[src/rtl/uart_pkg.sv]
// uart_pkg: shared state, parity and stop-bit encodings for the UART transmitter.
package uart_pkg;
    typedef enum logic [2:0] {IDLE, START, DATA, PARITY, STOP} tx_state_t;
    typedef enum logic [1:0] {PAR_NONE = 2'b00, PAR_EVEN = 2'b01, PAR_ODD = 2'b10} parity_mode_t;
    localparam logic STOP_1 = 1'b0;
    localparam logic STOP_2 = 1'b1;
endpackage

[src/rtl/uart_sync_fifo.sv]
// uart_sync_fifo: single-clock FIFO; full/empty derived from the occupancy count.
module uart_sync_fifo #(
    parameter int WIDTH = 8,
    parameter int DEPTH = 8
) (
    input  logic                         clk,
    input  logic                         rst,
    input  logic                         push,
    input  logic                         pop,
    input  logic [WIDTH-1:0]             wdata,
    output logic [WIDTH-1:0]             rdata,
    output logic                         full,
    output logic                         empty,
    output logic [$clog2(DEPTH+1)-1:0]   count
);
    localparam int AW = $clog2(DEPTH);
    localparam int CW = $clog2(DEPTH+1);
    logic [WIDTH-1:0] mem [DEPTH];
    logic [AW-1:0] wr_ptr, rd_ptr;
    logic wr, rd;
    assign full  = count == CW'(DEPTH);
    assign empty = count == '0;
    assign wr    = push && !full;
    assign rd    = pop && !empty;
    assign rdata = mem[rd_ptr];
    always_ff @(posedge clk or posedge rst) begin
        if (rst) begin
            wr_ptr <= '0;
            rd_ptr <= '0;
            count  <= '0;
        end else begin
            wr_ptr <= wr_ptr + AW'(wr);
            rd_ptr <= rd_ptr + AW'(rd);
            count  <= count + CW'(wr) - CW'(rd);
        end
    end
    always_ff @(posedge clk) begin
        if (wr)
            mem[wr_ptr] <= wdata;
    end
endmodule

[src/rtl/uart_tx_fifo.sv]
// uart_tx_fifo: FIFO-fed UART transmitter with per-frame sampled baud divider,
// parity and stop-bit configuration; queued frames go out with no idle gap.
module uart_tx_fifo import uart_pkg::*; #(
    parameter int DATA_WIDTH = 8,
    parameter int FIFO_DEPTH = 8,
    parameter int DIV_WIDTH  = 16
) (
    input  logic                              clk,
    input  logic                              rst,
    input  logic [DIV_WIDTH-1:0]              baud_div,
    input  logic [1:0]                        parity_mode,
    input  logic                              stop_bits,
    input  logic                              s_valid,
    input  logic [DATA_WIDTH-1:0]             s_data,
    output logic                              s_ready,
    output logic                              tx_serial,
    output logic                              busy,
    output logic                              frame_done,
    output logic [$clog2(FIFO_DEPTH+1)-1:0]   fifo_count
);
    localparam int IW = $clog2(DATA_WIDTH);
    localparam logic [IW-1:0] LAST = IW'(DATA_WIDTH - 1);
    tx_state_t state, state_n;
    logic [DIV_WIDTH-1:0] cnt, cfg_div;
    logic [1:0] cfg_par;
    logic cfg_stop, stop_idx, par_bit;
    logic [IW-1:0] bit_idx;
    logic [DATA_WIDTH-1:0] shreg, rdata;
    logic full, empty, pop, tick, has_par, stop_last, tx_n;
    uart_sync_fifo #(.WIDTH(DATA_WIDTH), .DEPTH(FIFO_DEPTH)) u_fifo (
        .clk(clk),
        .rst(rst),
        .push(s_valid),
        .pop(pop),
        .wdata(s_data),
        .rdata(rdata),
        .full(full),
        .empty(empty),
        .count(fifo_count)
    );
    assign s_ready    = !full;
    assign busy       = state != IDLE;
    assign tick       = cnt == '0;
    assign has_par    = cfg_par == PAR_EVEN || cfg_par == PAR_ODD;
    assign stop_last  = cfg_stop == STOP_1 || (stop_idx && cfg_stop == STOP_2);
    assign frame_done = state == STOP && tick && stop_last;
    always_comb begin
        state_n = state;
        pop     = 1'b0;
        case (state)
            IDLE:    if (!empty) begin
                         pop     = 1'b1;
                         state_n = START;
                     end
            START:   if (tick) state_n = DATA;
            DATA:    if (tick && bit_idx == LAST) state_n = has_par ? PARITY : STOP;
            PARITY:  if (tick) state_n = STOP;
            STOP:    if (frame_done) begin
                         pop     = !empty;
                         state_n = empty ? IDLE : START;
                     end
            default: state_n = IDLE;
        endcase
        // shreg[1] is the bit that becomes current once this data tick shifts
        tx_n = state_n == START  ? 1'b0 :
               state_n == DATA   ? ((state == DATA && tick) ? shreg[1] : shreg[0]) :
               state_n == PARITY ? par_bit : 1'b1;
    end
    always_ff @(posedge clk or posedge rst) begin
        if (rst) begin
            state     <= IDLE;
            cnt       <= '0;
            cfg_div   <= '0;
            cfg_par   <= PAR_NONE;
            cfg_stop  <= STOP_1;
            stop_idx  <= 1'b0;
            par_bit   <= 1'b0;
            bit_idx   <= '0;
            shreg     <= '0;
            tx_serial <= 1'b1;
        end else begin
            state     <= state_n;
            tx_serial <= tx_n;
            cnt       <= pop ? baud_div : tick ? cfg_div : cnt - 1'b1;
            if (pop) begin
                shreg    <= rdata;
                cfg_div  <= baud_div;
                cfg_par  <= parity_mode;
                cfg_stop <= stop_bits;
                par_bit  <= parity_mode == PAR_ODD ? ~^rdata : ^rdata;
                bit_idx  <= '0;
                stop_idx <= 1'b0;
            end else if (state == DATA && tick) begin
                shreg   <= shreg >> 1;
                bit_idx <= bit_idx + 1'b1;
            end else if (state == STOP && tick) begin
                stop_idx <= 1'b1;
            end
        end
    end
endmodule

[config.mk]
export PLATFORM = sky130hd
export DESIGN_NAME = uart_tx_fifo
export DESIGN_NICKNAME = d
export VERILOG_FILES = /design/src/rtl/uart_pkg.sv /design/src/rtl/uart_sync_fifo.sv /design/src/rtl/uart_tx_fifo.sv
export SDC_FILE = /design/constraint.sdc
export NUM_CORES = 1
export LEC_CHECK = 0
export ABC_AREA = 1
export CAP_MARGIN = 10
export CORE_ASPECT_RATIO = 0.8
export CORE_MARGIN = 3
export CORE_UTILIZATION = 55
export CTS_CLUSTER_SIZE = 20
export DETAILED_ROUTE_END_ITERATION = 8
export PLACE_DENSITY_LB_ADDON = 0.25
export SLEW_MARGIN = 10
export SYNTH_ARGS = -nofsm -noshare
export SYNTH_HDL_FRONTEND = slang
export SYNTH_HIERARCHICAL = 1
export SYNTH_SLANG_ARGS = --single-unit
[constraint.sdc]
create_clock -name clk -period 3.3 [get_ports clk]
set_input_delay 0.66 -clock clk [delete_from_list [all_inputs] [get_ports clk]]
set_output_delay 0.66 -clock clk [all_outputs]
set_load 0.02 [all_outputs]
## Word level (Yosys, flattened, before mapping)

Memory sizes are Yosys's and may differ from the RTL's.
Cells that the tools add are included.

| storage, ports and cells | value |
|---|---|
| word-level logic and storage cells | 81 |
| bits in registers | 62 |
| RAM bits | 64 |
| output and inout bits | 8 |
| memories | 1 |

Memories:

| memory | words | width | rd ports | clocked after memory_dff | wr ports | line | text |
|---|---|---|---|---|---|---|---|
| u_fifo.mem | 8 | 8 | 1 | 0 | 1 | uart_sync_fifo.sv:18 | `logic [WIDTH-1:0] mem [DEPTH];` |

| operators by class | value |
|---|---|
| $add $sub $neg | 6 |
| multiplexer cells | 27 |
| reductions and logical operators | 20 |
| equality and inequality tests | 13 |
| bitwise logic cells | 1 |

Operators by type and width:

| cell | number |
|---|---|
| $mux 16 | 2 |
| $mux 3 | 8 |
| $logic_not 16->1 | 1 |
| $mux 8 | 2 |
| $sub 16x1->16 const B | 1 |
| $pmux 3 s5 | 1 |
| $mux 1 | 13 |
| $eq 3x2->1 const B | 4 |
| $reduce_xnor 8->1 | 1 |
| $reduce_xor 8->1 | 1 |
| $logic_and 1x1->1 | 7 |
| $add 3x1->3 | 2 |
| $eq 3x1->1 const B | 2 |
| $eq 3x3->1 const B | 2 |
| $add 4x1->4 | 1 |
| $eq 2x2->1 const B | 2 |
| $eq 4x4->1 const B | 1 |
| $logic_not 4->1 | 1 |
| $reduce_bool 2->1 | 2 |
| $sub 4x1->4 | 1 |
| $add 3x1->3 const B | 1 |
| $logic_not 3->1 | 1 |
| $reduce_bool 3->1 | 1 |
| $eq 2x1->1 const B | 1 |
| 6 further kinds | 8 |

## Depth between registers and ports, before layout

| depth | value |
|---|---|
| word-level depth | 9 |
| mapped depth | 17 |
| mapped depth without buffers | 16 |

## Cells and area by module

The synthesis kept the hierarchy.

Modules (own cells, without submodules):

| module | area an instance (um2) | instances | cells an instance |
|---|---|---|---|
| uart_sync_fifo | 3434.5 | 1 | 338 |
| uart_tx_fifo | 2797.7 | 1 | 359 |

## Worst setup path after synthesis

OpenSTA, ideal clock, no wires.

| timing path | value |
|---|---|
| kind | register to register |
| start point | register cnt[0] |
| end point | register u_fifo.count[2] |
| buffers on the path | 1 |
| period minus slack after synthesis | 2648 ps |
| data required time | 3177 ps |
| path slack | 652 ps |
| setup time | 123 ps |
| cell stages (with the launch flop) | 17 |
| data arrival time | 2525 ps |
| path through | dfrtp_1 -> inv_1 -> ha_1 -> nand2_2 -> nor2_4 -> nand2_4 -> nor2_4 -> nand3_4 -> nand2_8 -> buf_6 -> inv_1 -> nor2_1 -> ha_1 -> inv_1 -> ha_1 -> fa_1 -> xor2_1 |

| between the ends | value |
|---|---|
| cells in the longest elaborated chain, start to end | 7 |

RTL lines:

| what | line | text |
|---|---|---|
| start, declared | uart_tx_fifo.sv:24 | `logic [DIV_WIDTH-1:0] cnt, cfg_div;` |
| start signal, assigned | uart_tx_fifo.sv:84 | `cnt <= pop ? baud_div : tick ? cfg_div : cnt - 1'b1;` |
| $logic_not 16->1 | uart_tx_fifo.sv:43 | `assign tick = cnt == '0;` |
| $logic_and 1x1->1 (2 in series) | uart_tx_fifo.sv:46 | `assign frame_done = state == STOP && tick && stop_last;` |
| $mux 1 | uart_tx_fifo.sv:58 | `STOP: if (frame_done) begin` |
| $pmux 1 s2 | uart_tx_fifo.sv:50 | `case (state)` |
| net pop | uart_tx_fifo.sv:29 | `logic full, empty, pop, tick, has_par, stop_last, tx_n;` |
| $logic_and 1x1->1 | uart_sync_fifo.sv:24 | `assign rd = pop && !empty;` |
| $sub 4x1->4 | uart_sync_fifo.sv:34 | `count <= count + CW'(wr) - CW'(rd);` |
| end signal, assigned | uart_sync_fifo.sv:34 |  |
| end, declared | uart_sync_fifo.sv:14 | `output logic [$clog2(DEPTH+1)-1:0] count` |

The timed path passes the listed nets, and every way through them passes these cells.
A chain may end at the register's enable or synchronous reset.

## Worst setup path after layout

| timing path | value |
|---|---|
| start point | register cnt[0] |
| end point | output port frame_done |

| between the ends | value |
|---|---|
| cells in the longest elaborated chain, start to end | 3 |

RTL lines:

| what | line | text |
|---|---|---|
| $logic_not 16->1 | uart_tx_fifo.sv:43 |  |
| $logic_and 1x1->1 (2 in series) | uart_tx_fifo.sv:46 |  |
| end, declared | uart_tx_fifo.sv:18 | `output logic frame_done,` |

No other way between the ends.

==> results.sh <==
export IMPL_first_global_vias=4481
export IMPL_max_slew_margin_pct=63.68
export IMPL_cts_htree_levels=4
export IMPL_syn_nets=741
export IMPL_final_common_cell="nand2_1"
export IMPL_via_per_inst=5.027
export IMPL_die_area_mm2=0.01265
export IMPL_rsz0062_at_grt="no"
export IMPL_clk_pin_slew_ns=0.05
export IMPL_dr_pass1_iters=5
export IMPL_clock_fmax_ghz=0.3208
export IMPL_n_antenna_cell=0
export IMPL_drv_slew=0
export IMPL_hold_viol_final=0
export IMPL_start_util_pct=56.78
export IMPL_critPathKind="flip-flop to output port"
export IMPL_post_drt_wl_per_cell_um=14.59
export IMPL_ys_seq_area_share_pct=55.75
export IMPL_clock_root_buffer="clkbuf_16"
export IMPL_drtAntennaViolNets=0
export IMPL_finalCriticalPeriod_ns=3.117
export IMPL_numCtsBuffers=17
export IMPL_io_pins=38
export IMPL_crit_path_end_kind="output port"
export IMPL_fp_dieW_um=125.0
export IMPL_grt_first_pass_wirelength_mm=21.95
export IMPL_synthesis_instances=697
export IMPL_maxCapViolCount=0
export IMPL_tightest_slew_ns=0.5447
export IMPL_synth_seq_cells=126
export IMPL_wl_mm=13.19
export IMPL_vdd_ir_drop_max_mv=0.6066
export IMPL_place_congestion=0.9074
export IMPL_clkLatencyLatePin_ns=0.41
export IMPL_port_buffers=37
export IMPL_arrival_ns=2.46
export IMPL_rows=34
export IMPL_grt_usage_pct=22.04
export IMPL_cp_start_kind="flip-flop"
export IMPL_power_density_mw_per_mm2=684.6
export IMPL_skew_ns=0.01103
export IMPL_outcome="complete, no violations"
export IMPL_first_iter_violations=246
export IMPL_synthToLayoutAreaGrowth_pct=16.40
export IMPL_clockBufferDepth=2
export IMPL_setup_viol=0
export IMPL_rrSetupSlack_ns=0.34
export IMPL_fin_crit_sh_pct=94.45
export IMPL_hpwl_mm=8.709
export IMPL_syn_area_per_cell_um2=8.942
export IMPL_grt_max_degree=44
export IMPL_fillCellCount=864
export IMPL_p_leak_nw=3.461
export IMPL_crit_fanout=26
export IMPL_clkSinkCount=126
export IMPL_cts_tree="done"
export IMPL_hp_class="flip-flop to flip-flop"
export IMPL_layout_nets=791
export IMPL_drive_gt1_share_pct=8.816
export IMPL_die_h_um=101.2
export IMPL_fin_setup_tns_ns=0
export IMPL_cts_hold_fix_buffers=0
export IMPL_vias=4544
export IMPL_syn_area_mm2=0.006232
export IMPL_overflow=0
export IMPL_synth_cell_type_count=38
export IMPL_yosysWarnings=6
export IMPL_power_mw=4.967
export IMPL_antenna_found_initial=0
export IMPL_final_cell_mix="nand2_1 (236), inv_1 (113), edfxtp_1 (64)"
export IMPL_cp_required_ns=2.64
export IMPL_core_area_mm2=0.01098
export IMPL_drc=0
[flip-flops by register name, summed over array words and instances (netlist names), 2 cells and up]
name,cells
bit_idx,3
cfg_div,16
cfg_par,2
cnt,16
shreg,8
state,3
u_fifo/count,4
u_fifo/mem,64
u_fifo/rd_ptr,3
u_fifo/wr_ptr,3
[area by class of cell]
class	instances	area [um^2]	share of cell area [%]
multi-input combinational	433	2135	29.42
sequential	126	3475	47.90
clock inverter	9	93.84	1.294
clock buffer	23	447.9	6.175
timing repair buffer	51	475.5	6.554
inverter	118	447.9	6.175
tap	144	180.2	2.484
[critical path: stages (launching register included)]
cell and delay [ns]:
dfrtp_1 0.37, inv_1 0.10, ha_1 0.25, nand2_2 0.12, nor2_4 0.18, nand2_8 0.14
nor2_4 0.14, nand2_1 0.08, inv_1 0.06, clkdlybuf4s50_1 0.60
[repair_timing]
action,CTS,global route
gates resized for setup,0,1
endpoints found under the setup margin,0,1
setup buffers,0,1
[cells in the mapped netlist (all sizes together)]
library cell / instances / share of area (%)
clkinv: 1 / 0.060
nand4: 8 / 0.80
xor2: 10 / 1.4
nand2: 249 / 16
clkbuf: 2 / 0.12
or2: 2 / 0.20
buf: 18 / 2.8
o21a: 1 / 0.12
inv: 117 / 7.1
o21ai: 33 / 2.7
o211ai: 1 / 0.12
ha: 13 / 2.6
xnor2: 9 / 1.3
edfxtp: 64 / 31
fa: 1 / 0.32
o221ai: 1 / 0.14
nand3b: 1 / 0.12
a21oi: 2 / 0.16
nor3: 8 / 0.64
dfrtp: 61 / 24
nand3: 57 / 4.9
a21boi: 1 / 0.12
nor2: 36 / 2.7
dfstp: 1 / 0.42
[stage by stage]
step	instances	setup WS, ns	hold slack, ns	utilization, %	cell area, um^2
final	904	0.1832	0.4705	66.10	7254
after global routing	904	0.03234	0.4976	66.10	7254
after CTS	903	0.05384	0.4748	65.95	7238
after detailed placement	871	0.3794	0.4617	61.01	6696
after global placement	871	0.5001	0.4548	61.01	6696
after floorplan	697	0.6519	0.4367	-	6232
[routing by layer]
metal	vias up	part of all wire, %	track usage [%]
met5	-	0	0
met4	0	0.98	6.250
met3	13	6.0	5.535
met2	108	46	35.19
met1	2140	47	30.58
li1	2283	-	-
[kinds of logic (layout without fill, tap and decap cells)]
group	after synthesis	in the layout	synth area share (%)
flip-flops	126	126	55.75
AO/OA/AOI/OAI	39	39	3.373
XOR/XNOR	19	19	2.670
adder cells (fa/ha/maj)	14	14	2.931
buffers and inverters	138	201	10.14
AND/OR/NAND/NOR	361	361	25.14
[path summary, 6_finish.rpt]
check,from,end,cells after the start
max,cnt[0],frame_done,9
min,cfg_div[14],cfg_div[14],2
max reg2reg,cnt[0],u_fifo/count[2],16
min reg2reg,cfg_div[14],cfg_div[14],2
max in group asynchronous,rst,tx_serial,3
min in group asynchronous,rst,cfg_div[13],2
[where the power goes]
| part | internal, mW | leakage, nW | switching [mW] |
|---|---|---|---|
| clock | 1.10 | 0.270 | 0.635 |
| combinational | 0.434 | 1.88 | 0.724 |
| sequential | 1.92 | 1.31 | 0.151 |
| total | 3.46 | 3.46 | 1.51 |
Note: power is estimated with default switching activity, not from simulation.
